`src/rtl/spi_master_engine.sv`:
```
// SPI master shift engine sitting between a TX FIFO (pop side) and an RX FIFO (push side).
// Optional macro SPI_LOOPBACK_EN adds a loopback input that samples internal mosi instead of miso.
`ifndef SPI_DATA_WIDTH
  `define SPI_DATA_WIDTH 8
`endif

module spi_master_engine #(
  parameter int DATA_WIDTH = `SPI_DATA_WIDTH,
  parameter int CLK_DIV    = 4,
  parameter bit CPOL       = 1'b0,
  parameter bit CPHA       = 1'b0,
  parameter bit MSB_FIRST  = 1'b1
) (
  input  logic                  clk,
  input  logic                  rst_n,
  input  logic                  enable,
  input  logic [DATA_WIDTH-1:0] tx_dout,
  input  logic                  tx_empty,
  output logic                  tx_rd_en,
  output logic [DATA_WIDTH-1:0] rx_din,
  output logic                  rx_wr_en,
  input  logic                  rx_full,
  output logic                  sclk,
  output logic                  mosi,
  input  logic                  miso,
`ifdef SPI_LOOPBACK_EN
  input  logic                  loopback,
`endif
  output logic                  cs_n,
  output logic                  busy
);

  localparam int DIV_W  = (CLK_DIV > 1) ? $clog2(CLK_DIV) : 1;
  localparam int EDGE_W = $clog2(2 * DATA_WIDTH);
  localparam logic [DIV_W-1:0]  DIV_LAST  = DIV_W'(CLK_DIV - 1);
  localparam logic [EDGE_W-1:0] EDGE_LAST = EDGE_W'(2 * DATA_WIDTH - 1);

  typedef enum logic [2:0] {IDLE, LOAD, SHIFT, STORE, NEXT, DONE} state_t;

  state_t                state;
  logic [DIV_W-1:0]      div_cnt;
  logic [EDGE_W-1:0]     edge_cnt;
  logic [DATA_WIDTH-1:0] tx_shift;
  logic [DATA_WIDTH-1:0] rx_shift;
  logic                  sample_bit;
  logic                  start_load;
  logic                  div_hit;
  logic                  last_edge;
  logic                  sample_edge;

  function automatic logic first_bit(input logic [DATA_WIDTH-1:0] w);
    return MSB_FIRST ? w[DATA_WIDTH-1] : w[0];
  endfunction

  function automatic logic [DATA_WIDTH-1:0] shift_out(input logic [DATA_WIDTH-1:0] w);
    return MSB_FIRST ? {w[DATA_WIDTH-2:0], 1'b0} : {1'b0, w[DATA_WIDTH-1:1]};
  endfunction

  function automatic logic [DATA_WIDTH-1:0] shift_in(input logic [DATA_WIDTH-1:0] w,
                                                     input logic b);
    return MSB_FIRST ? {w[DATA_WIDTH-2:0], b} : {b, w[DATA_WIDTH-1:1]};
  endfunction

`ifdef SPI_LOOPBACK_EN
  assign sample_bit = loopback ? mosi : miso;
`else
  assign sample_bit = miso;
`endif

  // A new word may start from IDLE or, for a continuous burst, from NEXT.
  assign start_load  = ((state == IDLE) || (state == NEXT)) && enable && !tx_empty;
  assign div_hit     = (div_cnt == DIV_LAST);
  assign last_edge   = (edge_cnt == EDGE_LAST);
  // Even edge counts are leading edges; CPHA picks which edge type samples.
  assign sample_edge = (edge_cnt[0] == CPHA);
  assign busy        = (state != IDLE);

  always_ff @(posedge clk or negedge rst_n) begin
    if (!rst_n) begin
      state    <= IDLE;
      div_cnt  <= '0;
      edge_cnt <= '0;
      tx_shift <= '0;
      rx_shift <= '0;
      rx_din   <= '0;
      tx_rd_en <= 1'b0;
      rx_wr_en <= 1'b0;
      sclk     <= CPOL;
      mosi     <= 1'b0;
      cs_n     <= 1'b1;
    end else begin
      tx_rd_en <= 1'b0;
      rx_wr_en <= 1'b0;
      case (state)
        IDLE: begin
          if (start_load) state <= LOAD;
        end
        LOAD: begin
          state    <= SHIFT;
          div_cnt  <= '0;
          edge_cnt <= '0;
        end
        SHIFT: begin
          if (div_hit) begin
            div_cnt  <= '0;
            sclk     <= ~sclk;
            edge_cnt <= edge_cnt + 1'b1;
            if (sample_edge) begin
              rx_shift <= shift_in(rx_shift, sample_bit);
            end else if (CPHA) begin
              mosi     <= first_bit(tx_shift);
              tx_shift <= shift_out(tx_shift);
            end else if (!last_edge) begin
              mosi     <= first_bit(shift_out(tx_shift));
              tx_shift <= shift_out(tx_shift);
            end
            if (last_edge) state <= STORE;
          end else begin
            div_cnt <= div_cnt + 1'b1;
          end
        end
        STORE: begin
          // Backpressure: hold the assembled word until the RX FIFO has room.
          if (!rx_full) begin
            rx_wr_en <= 1'b1;
            rx_din   <= rx_shift;
            state    <= NEXT;
          end
        end
        NEXT: begin
          if (start_load) begin
            state <= LOAD;
          end else begin
            state   <= DONE;
            div_cnt <= '0;
          end
        end
        DONE: begin
          if (div_hit) begin
            cs_n    <= 1'b1;
            div_cnt <= '0;
            state   <= IDLE;
          end else begin
            div_cnt <= div_cnt + 1'b1;
          end
        end
        default: state <= IDLE;
      endcase

      // Word launch: pop strobe, chip select, and first bit for CPHA=0.
      if (start_load) begin
        tx_rd_en <= 1'b1;
        cs_n     <= 1'b0;
        tx_shift <= tx_dout;
        if (!CPHA) mosi <= first_bit(tx_dout);
      end
    end
  end

endmodule
```
`config.mk`:
```
export PLATFORM = sky130hd
export DESIGN_NAME = spi_master_engine
export DESIGN_NICKNAME = d
export VERILOG_FILES = /design/src/rtl/spi_master_engine.sv
export SDC_FILE = /design/constraint.sdc
export NUM_CORES = 1
export LEC_CHECK = 0
export ABC_AREA = 1
export CAP_MARGIN = 25
export CELL_PAD_IN_SITES_DETAIL_PLACEMENT = 2
export CELL_PAD_IN_SITES_GLOBAL_PLACEMENT = 2
export CORE_ASPECT_RATIO = 2
export CORE_MARGIN = 2
export CORE_UTILIZATION = 32
export DETAILED_ROUTE_END_ITERATION = 16
export PLACE_DENSITY_LB_ADDON = 0.1
export SLEW_MARGIN = 30
export SYNTH_ARGS = -nofsm -noshare
export SYNTH_HDL_FRONTEND = slang
export SYNTH_SLANG_ARGS = --single-unit
```
`constraint.sdc`:
```
create_clock -name clk -period 1.4 [get_ports clk]
set_input_delay 0.14 -clock clk [delete_from_list [all_inputs] [get_ports clk]]
set_output_delay 0.14 -clock clk [all_outputs]
set_load 0.01 [all_outputs]
```
==> out/qor.csv <==
metric,value,unit
worst_slack,-0.00663,ns
dr.pass1.iters,4,
ys_ff_latch,37,
timing.hold.ws,0.317,ns
clock-skew-final,0.00769,ns
worstMarginPinSlew,0.464,ns
fmax,711,MHz
cp_max_fo,3,
min_path_type,in2async,
synth_edf_count,0,
htreeDepth,2,
grt_max_degree,22,
period_minus_slack,1.41,ns
layout-drive-gt1-share,0.375,
design_area,2680,µm²
syn_area_per_cell,8.92,µm²
post-route-drc-count,0,
grt_pass1_vias,1878,
yosysTopAreaCell,dfrtp_1,
crit_type,reg2reg,
cp-end-kind,flip-flop,
dp.final_hpwl,3960,µm
clkTransAtPathRegs,0.08,ns
crit_required,1.59,ns
violations,setup timing,
cts.sinks,37,
setup_viol_count_final,2,
powerDensity,1850,nW/µm²
dp.cells,294,
yosys-top-cells-count,"nand2_1 (74), dfrtp_1 (36), inv_1 (22)",
num_vias,1592,
portBuffers,27,
grt_pass1_wl,9210,µm
cap_violations,0,
root_buffer,clkbuf_8,
core_area,5420,µm²
timing.final.hold_violations,0,
nets,279,
rsz0062_at_grt,true,
synth_cells,201,
stdcell_count,324,
dp_slack,-0.0943,ns
antenna_left,0,
rows,38,
syn2layout_area_growth,49.3,%
ys_warn_count,0,
drv_slew,0,
synth_flop_cell,dfrtp_1,
fp.dieW,56.9,µm
avgViaCountPerCell,4.91,
place_area,2190,µm²
diodes,0,
yosysSeqAreaShare,0.517,
totalPowerFinal,0.00494,W
synth_most_common_cell,nand2_1,
synth.distinct_cells,26,
ys_async_sr_fraction,1.00,
wl_per_cell,18.5,µm
vdd_drop_max,1010,µV
cts_tree,built,
crit_path_start_kind,flip-flop,
antenna_found_initial,0,
gp_congestion,0.777,
routed_wl,5980,µm
worstSkewPairLatency,0.30,ns
p_leak,1.38,nW
min_period_over_period,1.00,
cp.arrival,1.60,ns
start_util,0.331,
maxSlewHeadroom,0.691,
grt_usage,0.198,
drt_iter0_markers,38,
synth_area_leaders,"dfrtp_1 (50%), nand2_1 (15%), o21ai_2 (6.8%)",
cts_max_path_buffers,2,
overflow,0,
netlist_area,1790,µm²
syn-num-nets,217,
ios,28,
cts_buffers,5,
netlist.area_leader.share,0.502,
outcome,"complete, but fails checks",
dieArea,6250,µm²
fp.dieH,110,µm
==> report_power, final <==
group          leakage [nW]  switching [W]  internal (W)  total (W)
Combinational         0.848        0.00136       0.00120    0.00256
Clock                0.0450       0.000408      0.000345   0.000753
Sequential            0.488       0.000233       0.00140    0.00163
Total                  1.38        0.00200       0.00294    0.00494
==> per-stage QoR <==
step,setup TNS [ns],util
2_1_floorplan,0,-
3_3_place_gp,0,0.405
3_5_place_dp,-1.33,0.405
4_1_cts,-0.0176,0.448
5_1_grt,-0.908,0.494
6_report,-0.0119,0.494
==> final cells by class <==
class / instances / area, µm²
clock buffer: 6 / 72.6
clock inverter: 2 / 10.0
fill: 578 / 2740
inverter: 23 / 95.1
multi-input combinational: 138 / 932
sequential: 37 / 930
tap: 60 / 75.1
timing repair buffer: 58 / 563
==> worst paths after layout <==
path                                      endpoint  cells after the start  slack [ns]                  from
max                           state[2]$_DFFE_PN0P_                      8      -0.007  state[2]$_DFFE_PN0P_
min                               mosi$_DFFE_PN0P_                      2        0.32                 rst_n
max reg2reg                   state[2]$_DFFE_PN0P_                      8      -0.007  state[2]$_DFFE_PN0P_
min reg2reg                       sclk$_DFFE_PN0P_                      1        0.48      sclk$_DFFE_PN0P_
max in group asynchronous   div_cnt[1]$_DFFE_PN0P_                      3        0.61                 rst_n
min in group clk           tx_shift[0]$_DFFE_PN0P_                      3        0.38            tx_dout[0]
==> sequential cells by signal (all words and copies together), names as in the netlist, 2 cells and up <==
name,cells
edge_cnt,4
rx_din,8
state,3
rx_shift,8
div_cnt,2
tx_shift,7
==> critical path, cell delays in order (launching register included) <==
cell and delay, ns:
dfrtp_2 0.47, inv_4 0.10, nand3_4 0.11, buf_4 0.17, nor2_4 0.11, nor2_4 0.06, buf_4 0.14, nand4_1 0.07
nand2_1 0.07
==> kinds of logic after synthesis <==
kind of cell / after synthesis / share of synthesized area
and+or+nand+nor: 111 / 0.292
muxes: 1 / 0.00558
adders and majority gates: 2 / 0.0140
AOI/OAI and AO/OA: 21 / 0.0914
DFF: 37 / 0.517
xor gates and xnor gates: 2 / 0.00977
buffers and inverters: 27 / 0.0698
==> timing repair <==
action                                  CTS  global route
buffers inserted                         11             8
resized for setup                        15            44
pin swaps                                 6            16
endpoints found under the hold margin    15             0
endpoints found under the setup margin   30            34
gates cloned                              1             1
hold buffers                              1             0
==> per-layer routing <==
layer  up-vias  GRT usage  routed length (µm)
met4         0     0.0698                  81
met5         -          0                   0
met2        27      0.408                3730
met1       801      0.184                2000
li1        757          -                   -
met3         7     0.0376                 173
==> placed cells by master (no fill, tap or decap), types with 5 or more instances in the layout <==
cell / instances
inv_1: 16
nand3_1: 7
clkbuf_8: 5
buf_4: 23
o21ai_2: 14
nand4_1: 5
nor2_4: 5
clkdlybuf4s50_1: 23
dfrtp_1: 34
nand2_1: 64
nand3_2: 6
nand2_2: 7
Power figures use the tool's default switching activity.
